`src/rtl/rr_index_arbiter.sv`:
```
// rr_index_arbiter
// Round-robin arbiter over 2**n requesters. The winner is presented as a
// binary index plus an enable. Both are registered so they can feed a binary
// decoder directly. A grant is held until the holder raises i_done or the hold
// timeout expires. The priority pointer then moves just past the winner so
// that every requester gets fair service.
//
// Parameters:
//   n        - index width; number of requesters is 2**n
//   max_hold - maximum grant length in cycles without i_done (0 = no timeout)
// Ports:
//   i_clk    - rising-edge clock
//   i_rst_n  - asynchronous active-low reset
//   i_req    - request vector, bit i belongs to requester i
//   i_done   - current grant holder releases the grant
//   o_w      - granted index (registered)
//   o_en     - grant valid (registered)
//   o_tout   - one-cycle pulse after a grant is revoked by timeout
module rr_index_arbiter #(
  parameter int n        = 3,
  parameter int max_hold = 16
) (
  input  logic            i_clk,
  input  logic            i_rst_n,
  input  logic [2**n-1:0] i_req,
  input  logic            i_done,
  output logic [n-1:0]    o_w,
  output logic            o_en,
  output logic            o_tout
);

  localparam int NREQ = 2**n;
  localparam int CW   = (max_hold > 0) ? $clog2(max_hold + 1) : 1;
  localparam logic [CW-1:0] LAST_CNT = CW'((max_hold > 0) ? (max_hold - 1) : 0);

  typedef enum logic {IDLE, GRANT} state_t;

  state_t        r_state;
  logic [n-1:0]  r_ptr;
  logic [CW-1:0] r_cnt;

  state_t        w_stateNext;
  logic [n-1:0]  w_wNext;
  logic          w_enNext;
  logic          w_toutNext;
  logic [n-1:0]  w_ptrNext;
  logic [CW-1:0] w_cntNext;

  logic          w_found;
  logic [n-1:0]  w_winner;
  logic [n-1:0]  w_idx;
  logic          w_timeout;

  // Scan starting at the pointer. The n-bit addition wraps modulo 2**n on its
  // own, so no explicit wrap logic is needed.
  always_comb begin
    w_found  = 1'b0;
    w_winner = r_ptr;
    w_idx    = r_ptr;
    for (int i = 0; i < NREQ; i++) begin
      w_idx = r_ptr + n'(i);
      if (!w_found && i_req[w_idx]) begin
        w_found  = 1'b1;
        w_winner = w_idx;
      end
    end
  end

  // The timeout fires on the edge that would end the max_hold-th grant cycle.
  assign w_timeout = (max_hold != 0) && (r_cnt == LAST_CNT);

  // Next-state logic. When i_done and the timeout fire together, i_done wins,
  // so no tout pulse is produced.
  always_comb begin
    w_stateNext = r_state;
    w_wNext     = o_w;
    w_enNext    = o_en;
    w_toutNext  = 1'b0;
    w_ptrNext   = r_ptr;
    w_cntNext   = r_cnt;
    case (r_state)
      IDLE: begin
        w_enNext = 1'b0;
        if (w_found) begin
          w_wNext     = w_winner;
          w_enNext    = 1'b1;
          w_cntNext   = '0;
          w_stateNext = GRANT;
        end
      end
      GRANT: begin
        if (i_done || w_timeout) begin
          w_enNext    = 1'b0;
          w_ptrNext   = o_w + n'(1);
          w_toutNext  = !i_done;
          w_stateNext = IDLE;
        end else begin
          w_cntNext = r_cnt + CW'(1);
        end
      end
      default: begin
        w_enNext    = 1'b0;
        w_stateNext = IDLE;
      end
    endcase
  end

  // State and output registers. Outputs drop immediately on reset, even
  // mid-grant.
  always_ff @(posedge i_clk or negedge i_rst_n) begin
    if (!i_rst_n) begin
      r_state <= IDLE;
      r_ptr   <= '0;
      r_cnt   <= '0;
      o_w     <= '0;
      o_en    <= 1'b0;
      o_tout  <= 1'b0;
    end else begin
      r_state <= w_stateNext;
      r_ptr   <= w_ptrNext;
      r_cnt   <= w_cntNext;
      o_w     <= w_wNext;
      o_en    <= w_enNext;
      o_tout  <= w_toutNext;
    end
  end

endmodule

```
`config.mk`:
```
export PLATFORM = sky130hd
export DESIGN_NAME = rr_index_arbiter
export DESIGN_NICKNAME = d
export VERILOG_FILES = /design/src/rtl/rr_index_arbiter.sv
export SDC_FILE = /design/constraint.sdc
export NUM_CORES = 1
export LEC_CHECK = 0
export ABC_AREA = 1
export BUFFER_PORTS_ARGS = -buffer_cell sky130_fd_sc_hd__buf_2
export CORE_AREA = 2 2 59 61
export DETAILED_ROUTE_END_ITERATION = 6
export DIE_AREA = 0 0 61 63
export HOLD_SLACK_MARGIN = 0.15
export PLACE_DENSITY = 0.69
export SYNTH_ARGS = -nofsm -noshare
export SYNTH_HDL_FRONTEND = slang
export SYNTH_SLANG_ARGS = --single-unit
```
`constraint.sdc`:
```
create_clock -name i_clk -period 5.8 [get_ports i_clk]
set_input_delay 0.29 -clock i_clk [delete_from_list [all_inputs] [get_ports i_clk]]
set_output_delay 0.29 -clock i_clk [all_outputs]
set_load 0.005 [all_outputs]
```
==> results.py <==
metrics = {
    "cells_and_area": {
        "antenna_cells": 0,
        "area_growth_pct": 9.49,
        "drive_gt1_share_pct": 19.6,
        "nets": 241,
        "fin_area_mm2": 0.00153,
    },
    "yosys": {
        "yosysSeqAreaShare_pct": 25.1,
        "synthCells": 209,
        "yosysWarningCount": 0,
        "synth_compound_area_share_pct": 5.82,
        "synth_ff_type": "dfrtp_1",
        "ys_ff_latch": 14,
        "synthMuxAreaShare_pct": 0,
        "ys_types": 30,
        "ys_async_sr_fraction_pct": 100,
        "synth_fa_ha_area_share_pct": 4.48,
        "synth_fp_nets": 225,
        "synth-xor-area-share_pct": 5.01,
        "yosys.area_share.simple_pct": 50.1,
        "synth_edf_count": 0,
        "netlist_area_mm2": 0.00140,
        "synth_top_family_by_area": "simple AND/OR/NAND/NOR gates",
        "synth.avg_cell_area_um2": 6.69,
    },
    "clock_tree": {
        "cts_resized": 0,
        "cts_buffers": 3,
        "cts_buffer_depth": 2,
        "clock-sinks": 14,
        "clk_pin_slew_ns": 0.08,
        "insertion_delay_ns": 0.28,
        "cts-root-buf": "clkbuf_4",
        "cts-htree-levels": 1,
        "cts_tree": "yes",
    },
    "drt": {
        "wl_per_cell_um": 11.0,
        "vias": 1348,
        "drt_pre_antenna_iters": 4,
        "viasPerCell": 4.99,
        "postRouteAntennaNets": 0,
        "routed_wl_mm": 2.97,
        "drtIter0Drc": 86,
        "drc": 0,
    },
    "floorplan": {
        "die_area_mm2": 0.00384,
        "rows": 21,
        "start_util_pct": 43.2,
        "chipWidth_um": 61,
        "die_y_um": 63,
        "fp.coreArea_mm2": 0.00323,
        "io_pins": 16,
    },
    "critical_path": {
        "setup.worst_path.start": "r_ptr[0]$_DFFE_PN0P_",
        "reg2reg_to": "r_cnt[0]$_DFFE_PN0P_",
        "required_ns": 6.01,
        "cp.buffers_inverters": 3,
        "reg2reg_setup_slack_ns": 3.01,
        "cp.arrival_ns": 3.00,
        "start_kind": "flip-flop",
        "crit_cells": 17,
        "worstReg2RegStart": "r_ptr[0]$_DFFE_PN0P_",
        "critPathMaxStageDelay_ns": 0.57,
        "worstPathMaxFanout": 13,
        "cpLargestDelayFamily": "simple AND/OR/NAND/NOR gates",
        "crit_slowest_cell": "dfrtp_1",
        "worstSetupEndpoint": "r_cnt[0]$_DFFE_PN0P_",
        "crit_chain": "inv_4 -> ha_1 -> inv_1 -> nand3_2 -> nand2_1 -> nand2_2 -> nand2_4 -> nand3_4 -> nor2_4 -> nand2_2 -> nor2_4 -> nand3_2 -> nand2_4 -> nand2_4 -> clkinv_2 -> nand2_1 -> o21ai_1",
        "cp-end-kind": "flip-flop",
        "rr_worst_depth": 17,
        "path_common_cell": "nand2_4",
        "crit_type": "reg -> reg",
    },
    "placement": {
        "hpwl_mm": 2.46,
        "place_area_mm2": 0.00148,
        "io_buffers": 15,
        "gp_congestion": 0.880,
    },
    "timing": {
        "fmax_ghz": 0.358,
        "rsz0062_at_grt": "false",
        "period_share_pct": 48.1,
        "setup_tns_ns": 0,
        "holdWs_ns": 0.202,
        "max-slew-margin-rel_pct": 59.9,
        "finalHoldViolations": 0,
        "finalSetupViolations": 0,
        "worst-slew-pin-transition_ns": 0.599,
        "drv_slew": 0,
        "finalClockSkew_ns": 0.00152,
        "finalCriticalPeriod_ns": 2.79,
    },
    "global_routing": {
        "grt_use_total_pct": 18.4,
        "grt_antenna_before_repair": 0,
        "grt_pass1_wl_mm": 5.54,
        "grt_pass1_vias": 1313,
        "grt_max_degree": 15,
        "overflow": 0,
    },
    "hold_path": {
        "hp-class": "in -> reg",
    },
    "flow_run": {
        "drv_cap": 0,
    },
    "outcome": {
        "run_status": "finished clean",
    },
}
[cells in the mapped netlist, types with 2 or more instances]
master    instances  area [um^2]
nand4_1           3         18.8
nor3_1            2         10.0
o21ai_1           4         20.0
xor2_1            4         35.0
nand3_1          28          140
ha_1              5         62.6
inv_1            18         67.6
nand3_2           7         70.1
buf_4             2         15.0
nand2_4           4         45.0
nor2_1           10         37.5
o21bai_1          2         15.0
nor2_4            2         22.5
xnor2_1           4         35.0
nand2_1          73          274
nand2_2           8         50.1
o21ai_0           4         20.0
dfrtp_1          14          350
a21oi_1           4         20.0
[cells in the final DEF, fill, tap and decap left out, types with 5 or more instances in the layout]
cell	synthesis	routed
nand2_1	73	73
nand3_1	28	28
inv_1	18	18
buf_2	1	15
dfrtp_1	14	14
nor2_1	10	10
nand2_2	8	8
nand3_2	7	7
ha_1	5	5
[worst min path at each step]
| stage | end | cells after the start | slack [ns] | startpoint |
|---|---|---|---|---|
| 3_3_place_gp | o_en$_DFFE_PN0P_ | 1 | 0.20 | i_rst_n |
| 5_1_grt | o_tout$_DFF_PN0_ | 2 | 0.17 | i_done |
| 6_report | o_tout$_DFF_PN0_ | 2 | 0.20 | i_done |
| 3_5_place_dp | o_en$_DFFE_PN0P_ | 1 | 0.20 | i_rst_n |
| 2_1_floorplan | o_en$_DFFE_PN0P_ | 0 | -0.006 | i_rst_n |
| 4_1_cts | o_tout$_DFF_PN0_ | 2 | 0.19 | i_done |
[sequential cells by signal (all words and copies together) (netlist names)]
register  cells
r_cnt         5
o_w           3
r_ptr         3
o_en          1
o_tout        1
r_state       1
[kinds of logic after synthesis]
family / Yosys count
AND/OR/NAND/NOR: 140
AO/OA/AOI/OAI: 15
buffers and inverters: 27
XOR/XNOR: 8
flip-flops: 14
adder cells (fa/ha/maj): 5
[routing by layer]
layer	up-vias	GRT usage (%)	part of all wire (%)
li1	706	-	-
met2	24	30.1	50
met1	611	25.0	46
met3	7	1.24	2.1
met5	-	0	0
met4	0	6.25	1.7
[through the flow]
| step | worst slack [ns] | util [%] | cells |
|---|---|---|---|
| 2_1_floorplan | 3.41 | - | 209 |
| 3_3_place_gp | 3.10 | 45.9 | 265 |
| 3_5_place_dp | 3.05 | 45.9 | 265 |
| 4_1_cts | 3.03 | 47.3 | 270 |
| 5_1_grt | 2.75 | 47.3 | 270 |
| 6_report | 3.01 | 47.3 | 270 |
[layout make-up]
class / count / area (um^2)
Multi-Input combinational cell: 168 / 915
Sequential cell: 14 / 350
Tap cell: 46 / 57.6
Fill cell: 347 / 1700
Clock buffer: 4 / 36.3
Inverter: 22 / 86.3
Timing Repair Buffer: 16 / 85.1
[what timing repair did]
item,CTS,global route
endpoints found under the hold margin,14,0
setup buffers,0,0
hold buffers,1,0
Power is not shown: default switching activity piles up to over one toggle a cycle in this logic, so the estimate is an artifact.
